### src/rtl/qspi_slave_if.sv
// ---------------------------------------------------------------------------
// qspi_slave_if
//
// Quad-SPI slave front-end for the matrix-multiplier register file. The
// bridge-side chip select, clock and data nibble are oversampled on clk,
// nibbles are assembled into bytes (high nibble first, sampled on sck rise),
// and a one-byte command selects a burst of byte writes or byte reads.
//
// Transaction: byte 0 = command. Bit 7 = 1 read, 0 write. Bits [ADDR_W-1:0]
// give the start address. The address increments per byte, modulo 2^ADDR_W.
// Reads insert two dummy sck rises (turnaround). Data is then driven on sck
// falls, high nibble first.
//
// Optional build macro: QSPI_ERR_CNT_EN. When defined, it enables a saturating
// count of aborted transactions on err_cnt. When undefined, err_cnt is tied
// to 0.
//
// Parameters:
//   ADDR_W       register-file address width (<= 7)
//   SYNC_STAGES  flops per input synchronizer (>= 2)
// Ports:
//   clk, rst_n            system clock, async active-low reset
//   qspi_cs_n, qspi_sck   chip select / QSPI clock from the bridge (async)
//   qspi_io_in   [3:0]    nibble from the bridge
//   qspi_io_out  [3:0]    nibble to the bridge
//   qspi_io_oe            high while qspi_io_out is driven
//   wr_valid/addr/data    one-cycle register write strobe
//   rd_req/rd_addr        one-cycle register read strobe
//   rd_data      [7:0]    read data, valid the cycle after rd_req
//   err_cnt      [7:0]    aborted-transaction counter
// ---------------------------------------------------------------------------
module qspi_slave_if #(
    parameter int ADDR_W      = 4,
    parameter int SYNC_STAGES = 2
) (
    input  logic              clk,
    input  logic              rst_n,
    input  logic              qspi_cs_n,
    input  logic              qspi_sck,
    input  logic [3:0]        qspi_io_in,
    output logic [3:0]        qspi_io_out,
    output logic              qspi_io_oe,
    output logic              wr_valid,
    output logic [ADDR_W-1:0] wr_addr,
    output logic [7:0]        wr_data,
    output logic              rd_req,
    output logic [ADDR_W-1:0] rd_addr,
    input  logic [7:0]        rd_data,
    output logic [7:0]        err_cnt
);

    typedef enum logic [2:0] {
        ST_IDLE,
        ST_CMD,
        ST_WDATA,
        ST_TURN,
        ST_RDATA
    } state_e;

    // Pin bundle {cs_n, sck, io[3:0]} at its idle level: deselected, sck low.
    localparam logic [5:0] PIN_IDLE = 6'b10_0000;

    // -----------------------------------------------------------------------
    // Input synchronizers. All six pins share one chain so that the data
    // nibble stays aligned with the sck edge that samples it.
    // -----------------------------------------------------------------------
    logic [SYNC_STAGES-1:0][5:0] sync_q;
    logic [5:0]                  sync_out;

    // NOTE: synchronizer flops are reset to the idle pin levels rather than
    // to zero. Otherwise a cs_n of 0 would show up as a false select right
    // after reset.
    always_ff @(posedge clk or negedge rst_n) begin
        if (!rst_n) begin
            sync_q <= {SYNC_STAGES{PIN_IDLE}};
        end else begin
            // NOTE: non-blocking assignment keeps every stage sampling the
            // previous stage's old value, so the chain is really SYNC_STAGES
            // deep.
            sync_q <= {sync_q[SYNC_STAGES-2:0], {qspi_cs_n, qspi_sck, qspi_io_in}};
        end
    end

    assign sync_out = sync_q[SYNC_STAGES-1];

    // -----------------------------------------------------------------------
    // Edge detection. Events are registered together with the data nibble,
    // so that one aligned set of inputs reaches the FSM.
    // -----------------------------------------------------------------------
    logic       cs_prev_q, sck_prev_q;
    logic       sck_rise_q, sck_fall_q, cs_rise_q, cs_fall_q;
    logic [3:0] nib_q;

    always_ff @(posedge clk or negedge rst_n) begin
        if (!rst_n) begin
            cs_prev_q  <= 1'b1;
            sck_prev_q <= 1'b0;
            sck_rise_q <= 1'b0;
            sck_fall_q <= 1'b0;
            cs_rise_q  <= 1'b0;
            cs_fall_q  <= 1'b0;
            nib_q      <= 4'h0;
        end else begin
            cs_prev_q  <= sync_out[5];
            sck_prev_q <= sync_out[4];
            sck_rise_q <=  sync_out[4] & ~sck_prev_q;
            sck_fall_q <= ~sync_out[4] &  sck_prev_q;
            cs_rise_q  <=  sync_out[5] & ~cs_prev_q;
            cs_fall_q  <= ~sync_out[5] &  cs_prev_q;
            nib_q      <= sync_out[3:0];
        end
    end

    // -----------------------------------------------------------------------
    // Transaction FSM
    // -----------------------------------------------------------------------
    state_e              state_q, state_d;
    logic                half_q, half_d;        // first nibble of byte seen
    logic [3:0]          hi_q, hi_d;            // pending high nibble
    logic [ADDR_W-1:0]   addr_q, addr_d;
    logic                wr_valid_q, wr_valid_d;
    logic [ADDR_W-1:0]   wr_addr_q, wr_addr_d;
    logic [7:0]          wr_data_q, wr_data_d;
    logic                rd_req_q, rd_req_d;
    logic [ADDR_W-1:0]   rd_addr_q, rd_addr_d;
    logic                cap_q;                 // rd_data is valid this cycle
    logic [7:0]          shreg_q, shreg_d;
    logic [3:0]          io_out_q, io_out_d;
    logic                io_oe_q, io_oe_d;
    logic                abort;
    logic [7:0]          byte_w;

    // Byte completed by the current sck rise (meaningful when half_q = 1).
    assign byte_w = {hi_q, nib_q};

    always_ff @(posedge clk or negedge rst_n) begin
        if (!rst_n) begin
            state_q    <= ST_IDLE;
            half_q     <= 1'b0;
            hi_q       <= 4'h0;
            addr_q     <= '0;
            wr_valid_q <= 1'b0;
            wr_addr_q  <= '0;
            wr_data_q  <= 8'h00;
            rd_req_q   <= 1'b0;
            rd_addr_q  <= '0;
            cap_q      <= 1'b0;
            shreg_q    <= 8'h00;
            io_out_q   <= 4'h0;
            io_oe_q    <= 1'b0;
        end else begin
            state_q    <= state_d;
            half_q     <= half_d;
            hi_q       <= hi_d;
            addr_q     <= addr_d;
            wr_valid_q <= wr_valid_d;
            wr_addr_q  <= wr_addr_d;
            wr_data_q  <= wr_data_d;
            rd_req_q   <= rd_req_d;
            rd_addr_q  <= rd_addr_d;
            cap_q      <= rd_req_q;
            shreg_q    <= shreg_d;
            io_out_q   <= io_out_d;
            io_oe_q    <= io_oe_d;
        end
    end

    always_comb begin
        // NOTE: every output of this block gets a default before the case
        // statement. Paths that do not assign a signal then hold the
        // register value, and no latch is inferred.
        state_d    = state_q;
        half_d     = half_q;
        hi_d       = hi_q;
        addr_d     = addr_q;
        wr_valid_d = 1'b0;
        wr_addr_d  = wr_addr_q;
        wr_data_d  = wr_data_q;
        rd_req_d   = 1'b0;
        rd_addr_d  = rd_addr_q;
        shreg_d    = cap_q ? rd_data : shreg_q;
        io_out_d   = io_out_q;
        io_oe_d    = io_oe_q;
        abort      = 1'b0;

        unique case (state_q)
            ST_IDLE: begin
                // sck edges are ignored here, which covers sck activity
                // while deselected.
                if (cs_fall_q) begin
                    state_d = ST_CMD;
                    half_d  = 1'b0;
                end
            end

            ST_CMD: begin
                if (sck_rise_q) begin
                    if (!half_q) begin
                        hi_d   = nib_q;
                        half_d = 1'b1;
                    end else begin
                        half_d = 1'b0;
                        addr_d = byte_w[ADDR_W-1:0];
                        if (byte_w[7]) begin
                            state_d   = ST_TURN;
                            rd_req_d  = 1'b1;
                            rd_addr_d = byte_w[ADDR_W-1:0];
                        end else begin
                            state_d = ST_WDATA;
                        end
                    end
                end
            end

            ST_WDATA: begin
                if (sck_rise_q) begin
                    if (!half_q) begin
                        hi_d   = nib_q;
                        half_d = 1'b1;
                    end else begin
                        half_d     = 1'b0;
                        wr_valid_d = 1'b1;
                        wr_addr_d  = addr_q;
                        wr_data_d  = byte_w;
                        addr_d     = addr_q + 1'b1;
                    end
                end
            end

            ST_TURN: begin
                // Two dummy rises. half_q counts the first one.
                if (sck_rise_q) begin
                    if (!half_q) begin
                        half_d = 1'b1;
                    end else begin
                        half_d  = 1'b0;
                        state_d = ST_RDATA;
                    end
                end
            end

            ST_RDATA: begin
                // Falls drive the nibble the master samples on the next rise.
                // half_q selects high (0) or low (1).
                if (sck_fall_q) begin
                    io_out_d = half_q ? shreg_q[3:0] : shreg_q[7:4];
                    io_oe_d  = 1'b1;
                end
                // Rises advance the nibble phase. The second rise of a byte
                // fetches the next byte, which is captured long before the
                // following fall.
                if (sck_rise_q) begin
                    if (!half_q) begin
                        half_d = 1'b1;
                    end else begin
                        half_d    = 1'b0;
                        addr_d    = addr_q + 1'b1;
                        rd_req_d  = 1'b1;
                        rd_addr_d = addr_q + 1'b1;
                    end
                end
            end

            default: begin
                state_d = ST_IDLE;
            end
        endcase

        // Deselect wins after any byte completed by a coincident rise has
        // been processed above. A leftover half byte is dropped.
        if (cs_rise_q && (state_q != ST_IDLE)) begin
            abort   = half_d || (state_d == ST_CMD) || (state_d == ST_TURN);
            state_d = ST_IDLE;
            half_d  = 1'b0;
            io_oe_d = 1'b0;
        end
    end

    // -----------------------------------------------------------------------
    // Optional aborted-transaction counter
    // -----------------------------------------------------------------------
`ifdef QSPI_ERR_CNT_EN
    logic [7:0] err_cnt_q;

    always_ff @(posedge clk or negedge rst_n) begin
        if (!rst_n) begin
            err_cnt_q <= 8'h00;
        end else if (abort && (err_cnt_q != 8'hFF)) begin
            err_cnt_q <= err_cnt_q + 8'h01;
        end
    end

    assign err_cnt = err_cnt_q;
`else
    logic abort_unused;
    assign abort_unused = abort;
    assign err_cnt      = 8'h00;
`endif

    assign qspi_io_out = io_out_q;
    assign qspi_io_oe  = io_oe_q;
    assign wr_valid    = wr_valid_q;
    assign wr_addr     = wr_addr_q;
    assign wr_data     = wr_data_q;
    assign rd_req      = rd_req_q;
    assign rd_addr     = rd_addr_q;

endmodule

### config.mk
export PLATFORM = sky130hd
export DESIGN_NAME = qspi_slave_if
export DESIGN_NICKNAME = d
export VERILOG_FILES = /design/src/rtl/qspi_slave_if.sv
export SDC_FILE = /design/constraint.sdc
export NUM_CORES = 1
export LEC_CHECK = 0
export CELL_PAD_IN_SITES_DETAIL_PLACEMENT = 0
export CELL_PAD_IN_SITES_GLOBAL_PLACEMENT = 1
export CORE_MARGIN = 3
export CORE_UTILIZATION = 42
export CTS_CLUSTER_SIZE = 14
export DETAILED_ROUTE_END_ITERATION = 12
export PLACE_DENSITY_LB_ADDON = 0.1
export SLEW_MARGIN = 10
export SYNTH_ARGS = -nofsm -noshare
export SYNTH_HDL_FRONTEND = slang
export SYNTH_SLANG_ARGS = --single-unit
### constraint.sdc
create_clock -name clk -period 2.2 [get_ports clk]
set_clock_uncertainty 0.1 [all_clocks]
set_input_delay 0.44 -clock clk [delete_from_list [all_inputs] [get_ports clk]]
set_output_delay 0.44 -clock clk [all_outputs]
set_load 0.01 [all_outputs]
# After elaboration in Yosys (flattened, before gate mapping)
# Index checks and enable logic that the tools add are counted.
dict set report totals {
  ff_bits 66
  wordCells 102
}
dict set report classes {
  addsub 1
  eq_ne 18
  mux 33
  n_bitwise 9
  reduce_logical 19
}
# operator n
set ops {}
lappend ops {{$mux W4} 8}
lappend ops {{$mux W3} 6}
lappend ops {{$pmux W4 S2} 2}
lappend ops {{$ne A3 B3 Y1 const B} 5}
lappend ops {{$mux W1} 14}
lappend ops {{$pmux W3 S4} 1}
lappend ops {{$reduce_and A6 Y1} 2}
lappend ops {{$ne A2 B2 Y1 const B} 5}
lappend ops {{$reduce_and A3 Y1} 3}
lappend ops {{$reduce_bool A2 Y1} 4}
lappend ops {{$eq A3 B2 Y1 const B} 2}
lappend ops {{$ne A2 B1 Y1 const B} 3}
lappend ops {{$reduce_bool A3 Y1} 2}
lappend ops {{$not A1 Y1} 5}
lappend ops {{$reduce_and A5 Y1} 1}
lappend ops {{$add A4 B1 Y4 const B} 1}
lappend ops {{$and A1 B1 Y1} 4}
lappend ops {{$pmux W1 S2} 2}
lappend ops {{$reduce_and A2 Y1} 2}
lappend ops {{$reduce_or A2 Y1} 2}
lappend ops {{$reduce_or A4 Y1} 1}
lappend ops {{$eq A3 B1 Y1 const B} 1}
lappend ops {{$eq A3 B3 Y1 const B} 1}
lappend ops {{$logic_not A3 Y1} 1}
lappend ops {{other kinds (2)} 2}

# Depth between registers and ports, before layout
dict set report depth {
  word_depth 5
  mapped_depth 6
}

# Worst setup path before layout
# No wires, ideal clock.
dict set report synth_timing {
  path_type {reg2reg}
  startpoint {register half_q}
  endpoint {register wr_addr_q[0] (netlist: wr_addr[0])}
  arrival_time_ns 1.540
  t_required_ns 1.975
  path_slack_ns 0.435
  path_stages_with_launch 7
  path_buffers 3
  path_cell_list {dfrtp_1 buf_6 nand2_4 or4b_4 buf_6 buf_12 mux2_4}
}
dict set report synth_between {
  elab_chain_len 1
}
# element line_no
set synth_lines {}
lappend synth_lines {{start, declared} 118} ;# logic half_q, half_d;
lappend synth_lines {{start signal, assigned} 153} ;# half_q <= half_d;
lappend synth_lines {{$reduce_and A3 Y1 (no source line)} -}
lappend synth_lines {{end signal, assigned} 157} ;# wr_addr_q <= wr_addr_d;
lappend synth_lines {{end, declared} 122} ;# logic [ADDR_W-1:0] wr_addr_q, wr_addr_d;
# No other way between the ends.
# A chain may end at the register's enable or synchronous reset.

# Worst setup path after layout
dict set report layout_timing {
  startpoint {register state_q[0]}
  endpoint {register rd_addr_q[2] (netlist: rd_addr[2])}
}
dict set report layout_between {
  elab_chain_len 3
  word_cells_on_any_way 10
  classes_between {eq/ne (7); mux (1); reduce/logical (2)}
}
# element line_no
set layout_lines {}
lappend layout_lines {{start, declared} 117} ;# state_e state_q, state_d;
lappend layout_lines {{start signal, assigned} 152} ;# state_q <= state_d;
lappend layout_lines {{$eq A3 B1 Y1 / $eq A3 B3 Y1 (equally long branches)} 186} ;# unique case (state_q)
lappend layout_lines {{$ne A2 B2 Y1 (no source line) / $reduce_bool A2 Y1 (equally long branches)} -}
lappend layout_lines {{$reduce_and A6 Y1 (no source line)} -}
lappend layout_lines {{end signal, assigned} 160} ;# rd_addr_q <= rd_addr_d;
lappend layout_lines {{end, declared} 125} ;# logic [ADDR_W-1:0] rd_addr_q, rd_addr_d;
# Parallel ways exist; a longest one is shown, timed or not.

==> out/results.txt <==
data required time of the worst path: 2320 ps
Primary FF master, synth: dfrtp_1
Post-CTS Setup Bufs: 0
Fin Setup TNS: 0 ps
ant diodes: 0
P&R area growth vs syn: 23.0%
CP max stage delay: 530 ps
final count of negative-setup-slack endpoints: 0
vias after detailed routing: 1528
dpl ws: 347 ps
post-CTS sizing: 0
Core Area: 6030 um^2
first-pass GRT wire length: 7730 um
crit-path max FO: 14
Site Rows: 28
worst hold path class: reg -> reg
Synth Cell Area: 2650 um^2
worst relative slew slack: 0.613
yosys warns: 0
crit path time final: 1870 ps
Nets: 252
Crit. End Element: register
Critical Path AT: 1990 ps
Clock Path Buffers: 2
Iteration-0 DRC Markers: 48
# clock sinks: 66
max-cap violation count: 0
final count of pins violating max slew: 0
DRT Pass-1 Iters: 4
H-tree levels: 3
Total Wirelength: 4500 um
DR vias/cell: 4.85
hold_ws: 249 ps
Avg Cell Area, Syn: 13.7 um^2
CTS tree: yes
register area: 1660 um^2
CP Launch Type: register
share of cells above drive strength 1: 0.217
Worst-Margin Slew: 579 ps
critical path cell sequence: nand2b_1 > a211oi_2 > mux2_2
CTS clock-pin slew for the worst setup and hold paths: 70 ps
vias in the first global route: 1578
Cell Area, Placed: 3050 um^2
Seq/Total Area, Yosys: 0.624
WL per Instance: 14.3 um
Worst Path Buf+Inv: 0
largest net degree at the start of global routing: 46
Max Clk Rate: 534 MHz
Max stage delay cell, worst path: dfrtp_1
full die area: 7310 um^2
chip width: 85.5 um
EDFF count, synth: 0
Cell Pwr Density: 1060 nW/um^2
RSZ-0062 raised after global routing: false
TritonCTS Buffers: 9
Layout Cell Area excl Fill: 3260 um^2
total gr overflow: 0
final std cells w/o fill: 315
Final Hold Violating Endpoints: 0
family with the most delay on the worst path: flip-flops
DP HPWL: 3160 um
GRT Overall Usage: 0.139
ANT nets after route: 0
num ports: 47
antenna violations before repair: 0
CTS Root Cell: clkbuf_8
status: complete, no violations
Yosys cell types: 42
gp weighted congestion: 0.789
Inst Count DP: 298
Multi-input gate area: 876 um^2
worst skew pair latency: 340 ps
Final WS setup: 327 ps
DRC viols: 0
CTS Hold Bufs: 1
die height: 85.5 um
leak pwr: 1.50 nW
Initial Utilization: 0.440
final period utilization: 0.851
fill cell count: 498
Mapped Cells: 193
number of synthesized register bits: 66
input/output buffers: 38
CP Class: reg -> reg
Max rail drop VDD: 0.000509 V
ys async rst share: 1.00
[path summary, 6_finish.rpt]
kind                             from          end  slack, ps  cells after the start
hold / removal              sync_q[0]  sync_out[0]        250                      0
hold reg to reg             sync_q[0]  sync_out[0]        250                      0
setup / recovery           state_q[0]   rd_addr[2]        330                      3
max in group asynchronous       rst_n    cs_prev_q        830                      3
min in group asynchronous       rst_n     wr_valid        510                      2
setup reg to reg           state_q[0]   rd_addr[2]        330                      3
[final cells by class]
| cell class | instances | share of cell area |
|---|---|---|
| Multi-Input combinational cell | 112 | 0.269 |
| Inverter | 5 | 0.00575 |
| Sequential cell | 66 | 0.507 |
| Clock buffer | 11 | 0.0433 |
| Tap cell | 75 | 0.0288 |
| Clock inverter | 5 | 0.0196 |
| Timing Repair Buffer | 41 | 0.127 |
[power by group]
| group | switching, mW | total [mW] | internal, mW | leakage (nW) |
|---|---|---|---|---|
| Clock | 0.460 | 1.02 | 0.560 | 0.0997 |
| Sequential | 0.227 | 1.68 | 1.46 | 0.847 |
| Combinational | 0.291 | 0.745 | 0.454 | 0.550 |
[cells in the final DEF, fill, tap and decap left out, types with 3 or more instances in the layout]
| master | n |
|---|---|
| nor2b_1 | 6 |
| dfstp_2 | 3 |
| inv_1 | 5 |
| o21ai_0 | 7 |
| clkdlybuf4s50_1 | 37 |
| dfrtp_1 | 63 |
| nand2_1 | 4 |
| mux2_4 | 9 |
| mux2_2 | 16 |
| nand3_1 | 3 |
| a21oi_1 | 7 |
| nor2_1 | 11 |
| nor3_1 | 3 |
| clkinv_4 | 3 |
| clkbuf_8 | 10 |
| mux2i_1 | 8 |
| xnor2_1 | 4 |
| conb_1 | 8 |
[layer usage]
metal  global-route usage  up-vias  wire length [um]
met5                    0        -                 0
met3               0.0544       11               240
met2                0.198       48              2060
met4               0.0647        0               106
li1                     -      731                 -
met1                0.187      738              2100
[registers in the layout, indices dropped and copies added, names as in the netlist, 6 cells and up]
register	count
shreg_q	8
sync_q	6
wr_data	8
sync_out	6
[stage by stage]
stage | power (mW) | util
after floorplan | 2.16 | -
final | 3.45 | 0.541
after global placement | 2.43 | 0.506
after global routing | 3.67 | 0.541
after CTS | 3.50 | 0.541
after detailed placement | 2.46 | 0.506
[cells in the mapped netlist (3+ instances only)]
cell	n	area (um^2)
nand3_1	3	15.0
dfstp_2	3	78.8
dfrtp_1	63	1580
nor3_1	3	15.0
a21oi_1	7	35.0
xnor2_1	4	35.0
nor2b_1	6	37.5
clkbuf_1	3	11.3
mux2_2	16	180
buf_4	8	60.1
buf_2	3	15.0
nor2_1	11	41.3
mux2_4	9	135
mux2i_1	8	80.1
inv_1	5	18.8
nand2_1	4	15.0
o21ai_0	7	35.0
[worst reg2reg max path, cell delays in order, from the launching register on]
cell and delay [ps]:
dfrtp_1 530, nand2b_1 240, a211oi_2 500, mux2_2 390
[kinds of logic (layout without fill, tap and decap cells)]
| family | Yosys count | after routing | synth area share |
|---|---|---|---|
| DFF | 66 | 66 | 0.624 |
| xor gates and xnor gates | 6 | 6 | 0.0198 |
| muxes | 33 | 33 | 0.149 |
| adders and majority gates | 2 | 2 | 0.00849 |
| other | 1 | 8 | 0.00141 |
| and+or+nand+nor | 38 | 38 | 0.0811 |
| AOI/OAI and AO/OA | 25 | 25 | 0.0604 |
| buffers and inverters | 22 | 62 | 0.0557 |
(Power assumes the default switching activity.)
